$ cat src/rtl/uart_rx_sampler.sv
// UART RX oversampling front end.
// Tracks bit/edge position and majority-votes three samples per bit.
module uart_rx_sampler #(
  parameter int PRESCALE_W = 6,
  parameter int BIT_CNT_W  = 4
) (
  input  logic                  rx_clk,
  input  logic                  rst,
  input  logic                  enable,
  input  logic                  rx_in,
  input  logic [PRESCALE_W-1:0] prescale,
  input  logic                  par_en,
  output logic [PRESCALE_W-1:0] edge_cnt,
  output logic [BIT_CNT_W-1:0]  bit_cnt,
  output logic                  sampled_bit,
  output logic                  sample_valid,
  output logic                  frame_done
);

  typedef logic [PRESCALE_W-1:0] pre_t;
  typedef logic [BIT_CNT_W-1:0]  bit_t;

  pre_t p_eff;
  pre_t half;
  bit_t last_bit;
  logic wrap;
  logic last;
  logic at_s0;
  logic at_s1;
  logic at_s2;
  logic vote;
  logic s0;
  logic s1;

  // Unsupported ratios fall back to 8x.
  always_comb begin
    p_eff = pre_t'(8);
    unique case (1'b1)
      (prescale == pre_t'(16)): p_eff = pre_t'(16);
      (prescale == pre_t'(32)): p_eff = pre_t'(32);
      default:                  p_eff = pre_t'(8);
    endcase
  end

  assign half     = p_eff >> 1;
  assign last_bit = par_en ? bit_t'(10) : bit_t'(9);
  assign wrap     = edge_cnt == p_eff - pre_t'(1);
  assign last     = bit_cnt == last_bit;
  assign at_s0    = edge_cnt == half - pre_t'(2);
  assign at_s1    = edge_cnt == half - pre_t'(1);
  assign at_s2    = edge_cnt == half;

  // Third sample is taken live so the vote lands one cycle after centre.
  assign vote = (s0 & s1) | (s0 & rx_in) | (s1 & rx_in);

  always_ff @(posedge rx_clk) begin
    if (rst) begin
      edge_cnt     <= '0;
      bit_cnt      <= '0;
      s0           <= 1'b0;
      s1           <= 1'b0;
      sampled_bit  <= 1'b1;
      sample_valid <= 1'b0;
      frame_done   <= 1'b0;
    end else if (!enable) begin
      edge_cnt     <= '0;
      bit_cnt      <= '0;
      s0           <= 1'b0;
      s1           <= 1'b0;
      sample_valid <= 1'b0;
      frame_done   <= 1'b0;
    end else begin
      sample_valid <= at_s2;
      frame_done   <= wrap & last;
      if (at_s0) s0 <= rx_in;
      if (at_s1) s1 <= rx_in;
      if (at_s2) sampled_bit <= vote;
      if (wrap) begin
        edge_cnt <= '0;
        bit_cnt  <= last ? '0 : bit_cnt + bit_t'(1);
      end else begin
        edge_cnt <= edge_cnt + pre_t'(1);
      end
    end
  end

endmodule
$ cat config.mk
export PLATFORM = sky130hd
export DESIGN_NAME = uart_rx_sampler
export DESIGN_NICKNAME = d
export VERILOG_FILES = /design/src/rtl/uart_rx_sampler.sv
export SDC_FILE = /design/constraint.sdc
export NUM_CORES = 1
export LEC_CHECK = 0
export ABC_AREA = 1
export BUFFER_PORTS_ARGS = -buffer_cell sky130_fd_sc_hd__clkbuf_2
export CORE_MARGIN = 10
export CORE_UTILIZATION = 45
export DETAILED_ROUTE_END_ITERATION = 7
export GPL_TIMING_DRIVEN = 0
export PLACE_DENSITY = 0.69
export SYNTH_ARGS = -nofsm -noshare
export SYNTH_HDL_FRONTEND = slang
export SYNTH_SLANG_ARGS = --single-unit
$ cat constraint.sdc
create_clock -name rx_clk -period 1.7 [get_ports rx_clk]
set_clock_uncertainty 0.05 [all_clocks]
set_input_delay 0.34 -clock rx_clk [delete_from_list [all_inputs] [get_ports rx_clk]]
set_output_delay 0.34 -clock rx_clk [all_outputs]
set_load 0.01 [all_outputs]
; After elaboration in Yosys (flattened, before gate mapping)
; Index checks and enable logic that the tools add are counted.
[classes]
add_sub_neg = 5
n_eq_ne = 7
muxes = 3
bitwise_logic = 7
reduce_logical = 3
[op_table]
columns = op, n
row1 = 6-bit equality test, 3
row2 = 6-bit case mux with 2 select lines, 1
row3 = "6-bit by 1-bit adder with 6-bit output, second input constant", 1
row4 = 6-bit by 5-bit equality test with 1-bit output, 1
row5 = "6-bit by 5-bit equality test with 1-bit output, second input constant", 1
row6 = "6-bit equality test, second input constant", 1
row7 = "5-bit by 1-bit subtractor with 6-bit output, second input constant", 1
row8 = "5-bit by 2-bit subtractor with 6-bit output, second input constant", 1
row9 = "6-bit by 1-bit subtractor with 6-bit output, second input constant", 1
row10 = "4-bit by 1-bit adder with 4-bit output, second input constant", 1
row11 = 1-bit bitwise AND, 4
row12 = 4-bit equality test, 1
row13 = 4-bit 2-to-1 mux, 1
row14 = 3-bit OR reduction, 1
row15 = 2-bit 2-to-1 mux, 1
row16 = 1-bit bitwise OR, 2
row17 = 2-bit AND reduction, 1
row18 = 2-bit OR reduction, 1
row19 = 1-bit NOT, 1
[word_totals]
ff_bits = 15
in_bits = 11
output_inout_bits = 13

; Logic depth before layout (Yosys ltp)
; Gate-level depths: netlist (run 1).
[logic_depth]
ltp_word = 5
ltp_mapped = 10
depth_no_buf = 10

; Least setup slack after synthesis (run 1)
; Ideal clock, no wire load.
[synth_path]
kind = register to register
startpoint = reg edge_cnt[1]
endpoint = reg edge_cnt[0]
setup_time_ns = 0.122
t_arrival_ns = 1.206
t_required_ns = 1.528
slack_ns = 0.322
path_stages_with_launch = 9
n_path_buf = 0
path_cell_list = dfxtp_1 ha_1 nand2_1 inv_1 nand2_1 nand2_2 nand3_4 nand2_4 nor2_1
[synth_between]
elab_chain_cells = 2
[synth_lines]
columns = element, line_no
row1 = start: declaration, 13  ; output logic [PRESCALE_W-1:0] edge_cnt,
row2 = start signal: assignment, 82  ; edge_cnt <= edge_cnt + pre_t'(1);
row3 = 6-bit equality test, 47  ; assign wrap = edge_cnt == p_eff - pre_t'(1);
row4 = 3-bit OR reduction (no line), -
; Every way passes these cells.
; A chain may end at the register's enable or synchronous reset.

; Worst setup path after layout (run 1)
[layout_path]
startpoint = reg edge_cnt[1]
endpoint = reg frame_done
[layout_between]
elab_chain_cells = 2
[layout_lines]
columns = element, line_no
row1 = 6-bit equality test, 47
row2 = 1-bit bitwise AND, 74  ; frame_done <= wrap & last;
row3 = end signal: assignment, 74
row4 = end: declaration, 17  ; output logic frame_done
; Every way passes these cells.

==> reports/summary.txt, run 1 <==
Critical Path Start - edge_cnt[1]
Clk Tree Root Cell - clkbuf_4
Die W - 66.2 um
Relative max-transition margin - 0.755
Clock buffer depth - 2
FP Rows - 16
Post-Synth XOR/XNOR Area - 0.0455
Commonest non-fill, non-tap cell in the layout - nand2_1
Post-Route WL - 2.01 mm
CORE AREA - 2000 sq um
Worst-path fanout max - 6
Post-CTS Resized - 0
I/O pin count - 24
Total Nets Final - 172
Fraction of the mapped netlist area in adder cells - 0.0624
Number of routed nets with antenna violations - 0
Overall Global Routing Usage - 0.0980
P per Cell Area - 549 nW/um^2
Fin. Hold Viols - 0
Fmax - 0.675 GHz
Worst R2R Start - edge_cnt[1]
Unrepaired setup endpoints after global routing - no
Number of setup buffers added after CTS - 0
First-pass GRT wire length - 3.47 mm
Seq cells post-synth - 15
Worst Hold Class - input port to flop
Flop2flop setup slack - 0.22 ns
# setup viols final - 0
Drt pass-1 iters - 4
Synthesized area per cell - 7.46 sq um
Largest net degree at the start of global routing - 10
Synth Area in Compound Gates - 0.0455
CTS Buf Count - 3
Worst-Margin Slew - 0.367 ns
Power Internal - 0.466 mW
Initial antenna violation count - 0
DR iter-0 viols - 22
YS warnings - 0
Crit path capture - frame_done
P_sw - 0.160 mW
Max-Cap Viols - 0
Synth Instances - 129
Sequential power share - 0.572
Vias - 893
Worst vdd ir - 0.553 mV
Worst setup EP type - flop
FF-to-FF path depth - 9
Synth unique cells - 23
Slew Limit Fails - 0
Number of global-route vias before repair - 856
Post-synthesis sequential area ratio - 0.312
Most frequent cells in the layout - nand2_1, clkbuf_2, inv_1
Antenna diode count - 0
Mux cell area share after synthesis - 0
Crit path kind - flop to flop
Syn_nets - 144
Required @ worst endpoint - 1.88 ns
CTS Hold Bufs - 0
Vias per cell - 4.88
Syn-to-layout area delta - 18.3%
Total Power - 0.626 mW
DR WL/cell - 11.0 um
Setup TNS - 0 ns
Largest family of logic cells by synthesized area - simple AND/OR/NAND/NOR gates
Layout cells sized above 1 - 0.314
Status - finished, final reports clean
Reg-to-reg endpoint - frame_done
Sw frac - 0.255
# clock sinks - 15
Lkg Pwr - 0.501 nW
DIE AREA - 4390 sq um
Simple-gate area share of the yosys netlist - 0.456
Worst skew pair latency - 0.29 ns
Residual DRC - 0
CTS H-tree lvls - 1
Clock power frac - 0.329
Critical Path AT - 1.66 ns
Total congestion overflow - 0
Initial Utilization - 0.481
HPWL after DPL - 1.65 mm
Combinational group share of total power - 0.100
CP Launch Type - flop
Placer Congestion - 0.815
Post-Syn Area - 962 sq um
Final period util - 0.871
Period minus WS final - 1.48 ns
Clock transition at path regs - 0.10 ns
# port buffers - 23
CTS tree - yes
Die height - 66.2 um
[metal layers]
metal / global-route usage / vias to the layer above / wire (um)
li1: - / 467 / -
met1: 0.105 / 400 / 855
met2: 0.164 / 24 / 944
met3: 0.0492 / 2 / 190
met4: 0.0314 / 0 / 19
met5: 0 / - / 0
[how the worst min path moves through the flow]
stage                               to  cells after the start        start  slack [ns]
after floorplan           sample_valid                      1          rst        0.36
final                     sample_valid                      2          rst        0.18
after detailed placement   sampled_bit                      2  sampled_bit        0.41
after global placement     sampled_bit                      2  sampled_bit        0.39
after global routing      sample_valid                      2          rst        0.19
after CTS                 sample_valid                      2          rst        0.17
[cell type report]
class | count | area, sq um
Clock inverter | 1 | 5.00
Multi-Input combinational cell | 94 | 587
Fill cell | 194 | 863
Tap cell | 27 | 33.8
Sequential cell | 15 | 300
Timing Repair Buffer | 23 | 115
Clock buffer | 3 | 22.5
Inverter | 20 | 75.1
[synth_stat cells]
cell type	n	share of area
a21oi_1	6	0.031
a21oi_2	1	0.0091
dfxtp_1	15	0.31
ha_1	4	0.052
inv_1	18	0.070
inv_2	2	0.0078
maj3_1	1	0.010
nand2_1	24	0.094
nand2_2	4	0.026
nand2_4	2	0.023
nand3_1	8	0.042
nand3_2	2	0.021
nand3_4	2	0.036
nand4_1	8	0.052
nor2_1	17	0.066
nor2_2	2	0.013
nor2_4	3	0.035
nor2_8	1	0.021
nor3_2	2	0.021
o21ai_0	1	0.0052
or2_2	1	0.0065
xnor2_1	2	0.018
xor2_1	3	0.027
[critical path, cell delays in order (launching register included)]
cell and delay (ns):
dfxtp_1 0.42, ha_1 0.24, nand2_1 0.08, inv_1 0.10
nand2_1 0.07, nand2_2 0.12, nand3_4 0.13, inv_2 0.09
nand2_2 0.05, nor2_2 0.07
[metrics by stage]
stage | worst slack [ns] | hold WS [ns] | instance area (sq um) | util | instances
global route | 0.0728 | 0.190 | 1140 | 0.569 | 183
floorplan | 0.322 | 0.362 | 962 | - | 129
CTS | 0.221 | 0.171 | 1140 | 0.569 | 183
detailed placement | 0.192 | 0.414 | 1110 | 0.555 | 179
global placement | 0.214 | 0.389 | 1110 | 0.555 | 179
finish | 0.219 | 0.178 | 1140 | 0.569 | 183
[sequential cells by signal, summed over array words and instances (netlist names)]
| signal | flops |
|---|---|
| sample_valid | 1 |
| frame_done | 1 |
| s1 | 1 |
| bit_cnt | 4 |
| edge_cnt | 6 |
| sampled_bit | 1 |
| s0 | 1 |
[cells by family after synthesis]
group           count (synthesis)
compound gates                  8
xor+xnor                        5
fa+ha+maj                       5
buf+inv                        20
flops                          15
simple gates                   76
[power groups by stage]
| stage | combinational [mW] | clock [mW] | sequential [mW] |
|---|---|---|---|
| 5_1_grt | 0.0709 | 0.224 | 0.358 |
| 3_3_place_gp | 0.0614 | 0 | 0.365 |
| 6_report | 0.0625 | 0.206 | 0.358 |
| 4_1_cts | 0.0633 | 0.215 | 0.358 |
| 3_5_place_dp | 0.0631 | 0 | 0.366 |
| 2_1_floorplan | 0.0356 | 0 | 0.367 |
No activity file was read; power rests on OpenSTA's default activity.
==> run 2, diff against run 1 <==
--- a/config.mk
+++ b/config.mk
@@ -5,13 +5,12 @@
 export SDC_FILE = /design/constraint.sdc
 export NUM_CORES = 1
 export LEC_CHECK = 0
-export ABC_AREA = 1
 export BUFFER_PORTS_ARGS = -buffer_cell sky130_fd_sc_hd__clkbuf_2
 export CORE_MARGIN = 10
 export CORE_UTILIZATION = 45
 export DETAILED_ROUTE_END_ITERATION = 7
 export GPL_TIMING_DRIVEN = 0
-export PLACE_DENSITY = 0.69
+export PLACE_DENSITY = 0.7
 export SYNTH_ARGS = -nofsm -noshare
 export SYNTH_HDL_FRONTEND = slang
 export SYNTH_SLANG_ARGS = --single-unit
==> run 2 against run 1 <==
  * Flip-flop and latch count did not move
  * Sequential power hardly changed
  * First-iteration DRC count did not move
  * Non-clock buffer count increased by 2
  * Register-to-register slack lost 0.13 ns
  * Clock power about the same
  * Combinational power down 6.6%
  * Synthesized cell count fell by 26%
  * Die area decreased by 7.9%
==> reports/summary.txt, run 2 <==
Final period util - 0.971
Initial antenna violation count - 0
YS warnings - 0
Critical Path Start - prescale[1]
Worst R2R Start - edge_cnt[3]
CTS tree - yes
Residual DRC - 0
Reg area - 300 sq um
Overall Global Routing Usage - 0.0933
Hold wc startpoint - rx_in
Initial Utilization - 0.484
FP Rows - 15
Total congestion overflow - 0
Final WS setup - 0.0495 ns
DR WL/cell - 13.5 um
Share of the synthesized area in the top cell type - 0.351
Synth Instances - 96
Period minus WS final - 1.65 ns
Post-synth ARST share - 0
Syn-to-layout area delta - 24.0%
Crit path kind - input port to flop
Worst vdd ir - 0.568 mV
First-pass GRT wire length - 3.13 mm
Layout cells sized above 1 - 0.270
Biggest cell delay along the critical path - 0.55 ns
Post-Route WL - 1.98 mm
Max-Cap Viols - 0
Drt pass-1 iters - 4
Most frequent cells in the layout - clkbuf_2, dfxtp_1, nor2_1
Post-synthesis sequential area ratio - 0.351
CORE AREA - 1760 sq um
Worst skew pair latency - 0.28 ns
Clock buffer depth - 2
Vias per cell - 5.33
Worst setup EP type - flop
FF-to-FF path depth - 4
DR iter-0 viols - 22
Worst-path fanout max - 5
# port buffers - 23
Vias - 783
I/O pin count - 24
Die height - 63.6 um
CTS H-tree lvls - 1
Post-synth top area cell - dfxtp_1
Die W - 63.6 um
Required @ worst endpoint - 1.83 ns
Max reg flops - 6
Worst Hold Class - input port to flop
Antenna diode count - 0
Placer Congestion - 0.803
Status - finished, final reports clean
Synth unique cells - 35
Number of setup buffers added after CTS - 0
Largest net degree at the start of global routing - 12
Syn_nets - 111
Multi-input gate area - 558 sq um
Fin. Hold Viols - 0
Post-synth EDFFs - 0
Cell Chain, Critical Path - buf_8 > or4_4 > nor2_4 > mux2i_4 > nor3_2 > o221a_1
Total Nets Final - 138
Lkg Pwr - 0.475 nW
HPWL after DPL - 1.57 mm
Ranking of synthesized cells by area - dfxtp_1, ha_1, mux2i_1
Crit path buf inv count - 1
Fmax - 0.606 GHz
Prevailing post-synth register cell - dfxtp_1
Commonest cells post-synth - dfxtp_1, nor2_1, nor3_1
CP Launch Type - input port
Worst-Margin Slew - 0.485 ns
Clk Tree Root Cell - clkbuf_4
Largest reg by FF count - edge_cnt
Clock transition at path regs - 0.08 ns
# fillers - 180
Total Power - 0.618 mW
# clock sinks - 15
Worst slack, placed - -0.290 ns
DIE AREA - 4040 sq um
Slew Limit Fails - 0
Number of global-route vias before repair - 726
CTS Hold Bufs - 0
CTS Buf Count - 3
Biggest regs - edge_cnt: 6 flops, bit_cnt: 4 flops
CP top delay family - simple AND/OR/NAND/NOR gates
Critical Path AT - 1.78 ns
Crit path max-delay cell type - or4_4
Commonest non-fill, non-tap cell in the layout - clkbuf_2
Count leader, synth - dfxtp_1
Hold depth - 3
Unrepaired setup endpoints after global routing - yes
Final core occ - 0.601
# setup viols final - 0
Seq cells post-synth - 15
Number of routed nets with antenna violations - 0
Synthesized area per cell - 8.90 sq um
Post-Syn Area - 855 sq um
Relative max-transition margin - 0.675
Instance count on the critical path - 6
P per Cell Area - 584 nW/um^2
-- run 2: worst paths after layout --
check	to	slack, ns
max	bit_cnt[3]	0.05
min	s1	0.28
max reg2reg	bit_cnt[3]	0.09
min reg2reg	s1	0.47
-- run 2: kinds of logic after synthesis --
logic type / share of synthesized area
flip-flops: 0.351
adder cells (fa/ha/maj): 0.0703
buffers and inverters: 0.0264
XOR/XNOR: 0.0513
AO/OA/AOI/OAI: 0.142
AND/OR/NAND/NOR: 0.294
multiplexers: 0.0644
-- run 2: cell type report --
type                            instances  share of cell area
Multi-Input combinational cell         75               0.527
Buffer                                  2             0.00708
Timing Repair Buffer                   23               0.118
Sequential cell                        15               0.283
Tap cell                               25              0.0295
Clock buffer                            4              0.0248
Inverter                                3              0.0106
-- run 2: what timing repair did --
action                     4_1_cts  5_1_grt
setup endpoints to repair        1        5
resized for setup                0        8
pin swaps                        1        2
-- run 2: metal layers --
layer  share of wire  vias up  global-route usage
met5               0        -                   0
met4          0.0076        0              0.0246
met3           0.060        2              0.0477
met2            0.44       22               0.144
met1            0.49      357               0.110
li1                -      402                   -
-- run 2: power by group --
part / internal [mW] / switching (mW)
combinational: 0.0265 / 0.0320
sequential: 0.354 / 0.00324
clock: 0.0911 / 0.112
total: 0.471 / 0.147
-- run 2: worst min-delay path: stages --
cell	delay [ns]
clkbuf_2	0.10
mux2i_1	0.06
nor2_1	0.08
-- run 2: per-stage QoR --
step / TNS [ns] / hold WS (ns) / instances / area, sq um
detailed placement: -2.33 / 0.466 / 144 / 1000
finish: 0 / 0.281 / 147 / 1060
floorplan: -0.0548 / 0.416 / 96 / 858
global route: -0.0741 / 0.322 / 147 / 1060
CTS: 0 / 0.282 / 147 / 1030
global placement: -2.00 / 0.433 / 144 / 1000
==> run 3, diff against run 2 <==
--- a/config.mk
+++ b/config.mk
@@ -6,7 +6,6 @@
 export NUM_CORES = 1
 export LEC_CHECK = 0
 export BUFFER_PORTS_ARGS = -buffer_cell sky130_fd_sc_hd__clkbuf_2
-export CORE_MARGIN = 10
 export CORE_UTILIZATION = 45
 export DETAILED_ROUTE_END_ITERATION = 7
 export GPL_TIMING_DRIVEN = 0
==> run 3 against run 2 <==
  * Power is 1.6% higher
  * Hold slack worse by 0.015 ns
  * Core utilization is 1.4 points higher
  * Critical path depth stayed put
  * Via count is 0.38% lower
  * Register-to-register slack hardly changed
  * Routed wire length is 7.6% lower
  * Die area is 49% lower
  * Largest power group unchanged
  * Highest routed layer unchanged
==> reports/summary.txt, run 3 (synthesis gave the netlist of run 2 again) <==
# setup viols final - 0
CTS Hold Bufs - 0
DR WL/cell - 12.4 um
Slew Limit Fails - 0
Fin. Hold Viols - 0
Max reg flops - 6
Met3 Usage GRT - 0.0357
First-pass GRT wire length - 2.82 mm
Total Nets Final - 139
Antenna diode count - 0
Worst-Margin Slew - 0.453 ns
Lkg Pwr - 0.481 nW
Overall Global Routing Usage - 0.194
Status - finished, final reports clean
P per Cell Area - 586 nW/um^2
# clock sinks - 15
Final period util - 0.970
Relative max-transition margin - 0.697
Largest reg by FF count - edge_cnt
HPWL after DPL - 1.37 mm
Clock buffer depth - 2
Initial Utilization - 0.490
CTS H-tree lvls - 1
Biggest regs - edge_cnt: 6 flops, bit_cnt: 4 flops
Post-route cell area - 1070 sq um
Syn-to-layout area delta - 25.5%
# port buffers - 23
Commonest non-fill, non-tap cell in the layout - clkbuf_2
Vias - 780
Number of routed nets with antenna violations - 0
Worst Hold Class - input port to flop
Die W - 45.6 um
Drt pass-1 iters - 4
I/O pin count - 24
Post-Route WL - 1.83 mm
Fmax - 0.606 GHz
Vias per cell - 5.27
Max-Cap Viols - 0
Clock transition at path regs - 0.10 ns
DR iter-0 viols - 13
Worst skew pair latency - 0.29 ns
FP Rows - 15
CTS Buf Count - 3
Clk Tree Root Cell - clkbuf_4
CORE AREA - 1750 sq um
CP Launch Type - input port
Initial antenna violation count - 0
Worst-path fanout max - 5
Critical Path AT - 1.79 ns
GRT Max-Usage Layer - met2
Placer Congestion - 0.814
Most frequent cells in the layout - clkbuf_2, dfxtp_1, nor2_1
Total congestion overflow - 0
Die height - 45.6 um
WHS - 0.267 ns
Layout cells sized above 1 - 0.309
Crit path kind - input port to flop
Cell Area, Placed - 1000 sq um
Met1 Use GR - 0.272
Grt met2 use - 0.283
Worst setup EP type - flop
Largest net degree at the start of global routing - 12
Number of global-route vias before repair - 637
Residual DRC - 0
Unrepaired setup endpoints after global routing - yes
Required @ worst endpoint - 1.85 ns
DIE AREA - 2080 sq um
Worst vdd ir - 0.294 mV
CTS tree - yes
Period minus WS final - 1.65 ns
-- run 3: metal layers --
metal  share of wire  vias to the layer above  wire, um
li1                -                      405         -
met1            0.50                      353       909
met2            0.45                       17       821
met3           0.034                        5        63
met4           0.021                        0        38
met5               0                        -         0
-- run 3: area by class of cell --
cell class	count	area [sq um]
plain buffers	1	3.75
clock buffers	3	22.5
clock inverters	1	5.00
fillers	177	673
inverters	3	11.3
multi-input cells	75	561
flip-flops and latches	15	302
well taps	25	31.3
repair buffers	25	136
-- run 3: final timing paths --
check                                  from         end  slack (ns)  depth (start not counted)
worst min-delay path                  rx_in          s0        0.27                          3
worst max-delay path            prescale[1]  bit_cnt[3]        0.05                          6
worst max register to register  edge_cnt[1]  bit_cnt[2]        0.09                          4
worst min register to register           s1          s1        0.47                          2
-- run 3: repair_timing --
item	4_1_cts	5_1_grt
pin swaps	0	4
setup endpoints to repair	2	8
resized for setup	0	9
buffers inserted	0	2
-- run 3: critical path: stages --
cell	delay [ns]
clkbuf_2	0.11
or4_4	0.55
nor2_4	0.16
mux2i_4	0.31
nor3_1	0.07
o221a_1	0.25
-- run 3: through the flow --
step | power, mW | std cells | worst slack, ns | util | TNS, ns
finish | 0.628 | 148 | 0.0505 | 0.614 | 0
global placement | 0.417 | 144 | -0.259 | 0.576 | -1.96
floorplan | 0.392 | 96 | -0.0539 | - | -0.0548
CTS | 0.626 | 147 | 0.0281 | 0.589 | 0
global route | 0.656 | 148 | -0.0190 | 0.614 | -0.0546
detailed placement | 0.418 | 144 | -0.283 | 0.576 | -2.33
-- run 3: power by group --
group	total (mW)	switching (mW)	internal (mW)	leakage, nW
Combinational	0.0573	0.0311	0.0261	0.341
Clock	0.213	0.125	0.0877	0.0177
Sequential	0.358	0.00402	0.354	0.122
Total	0.628	0.161	0.468	0.481
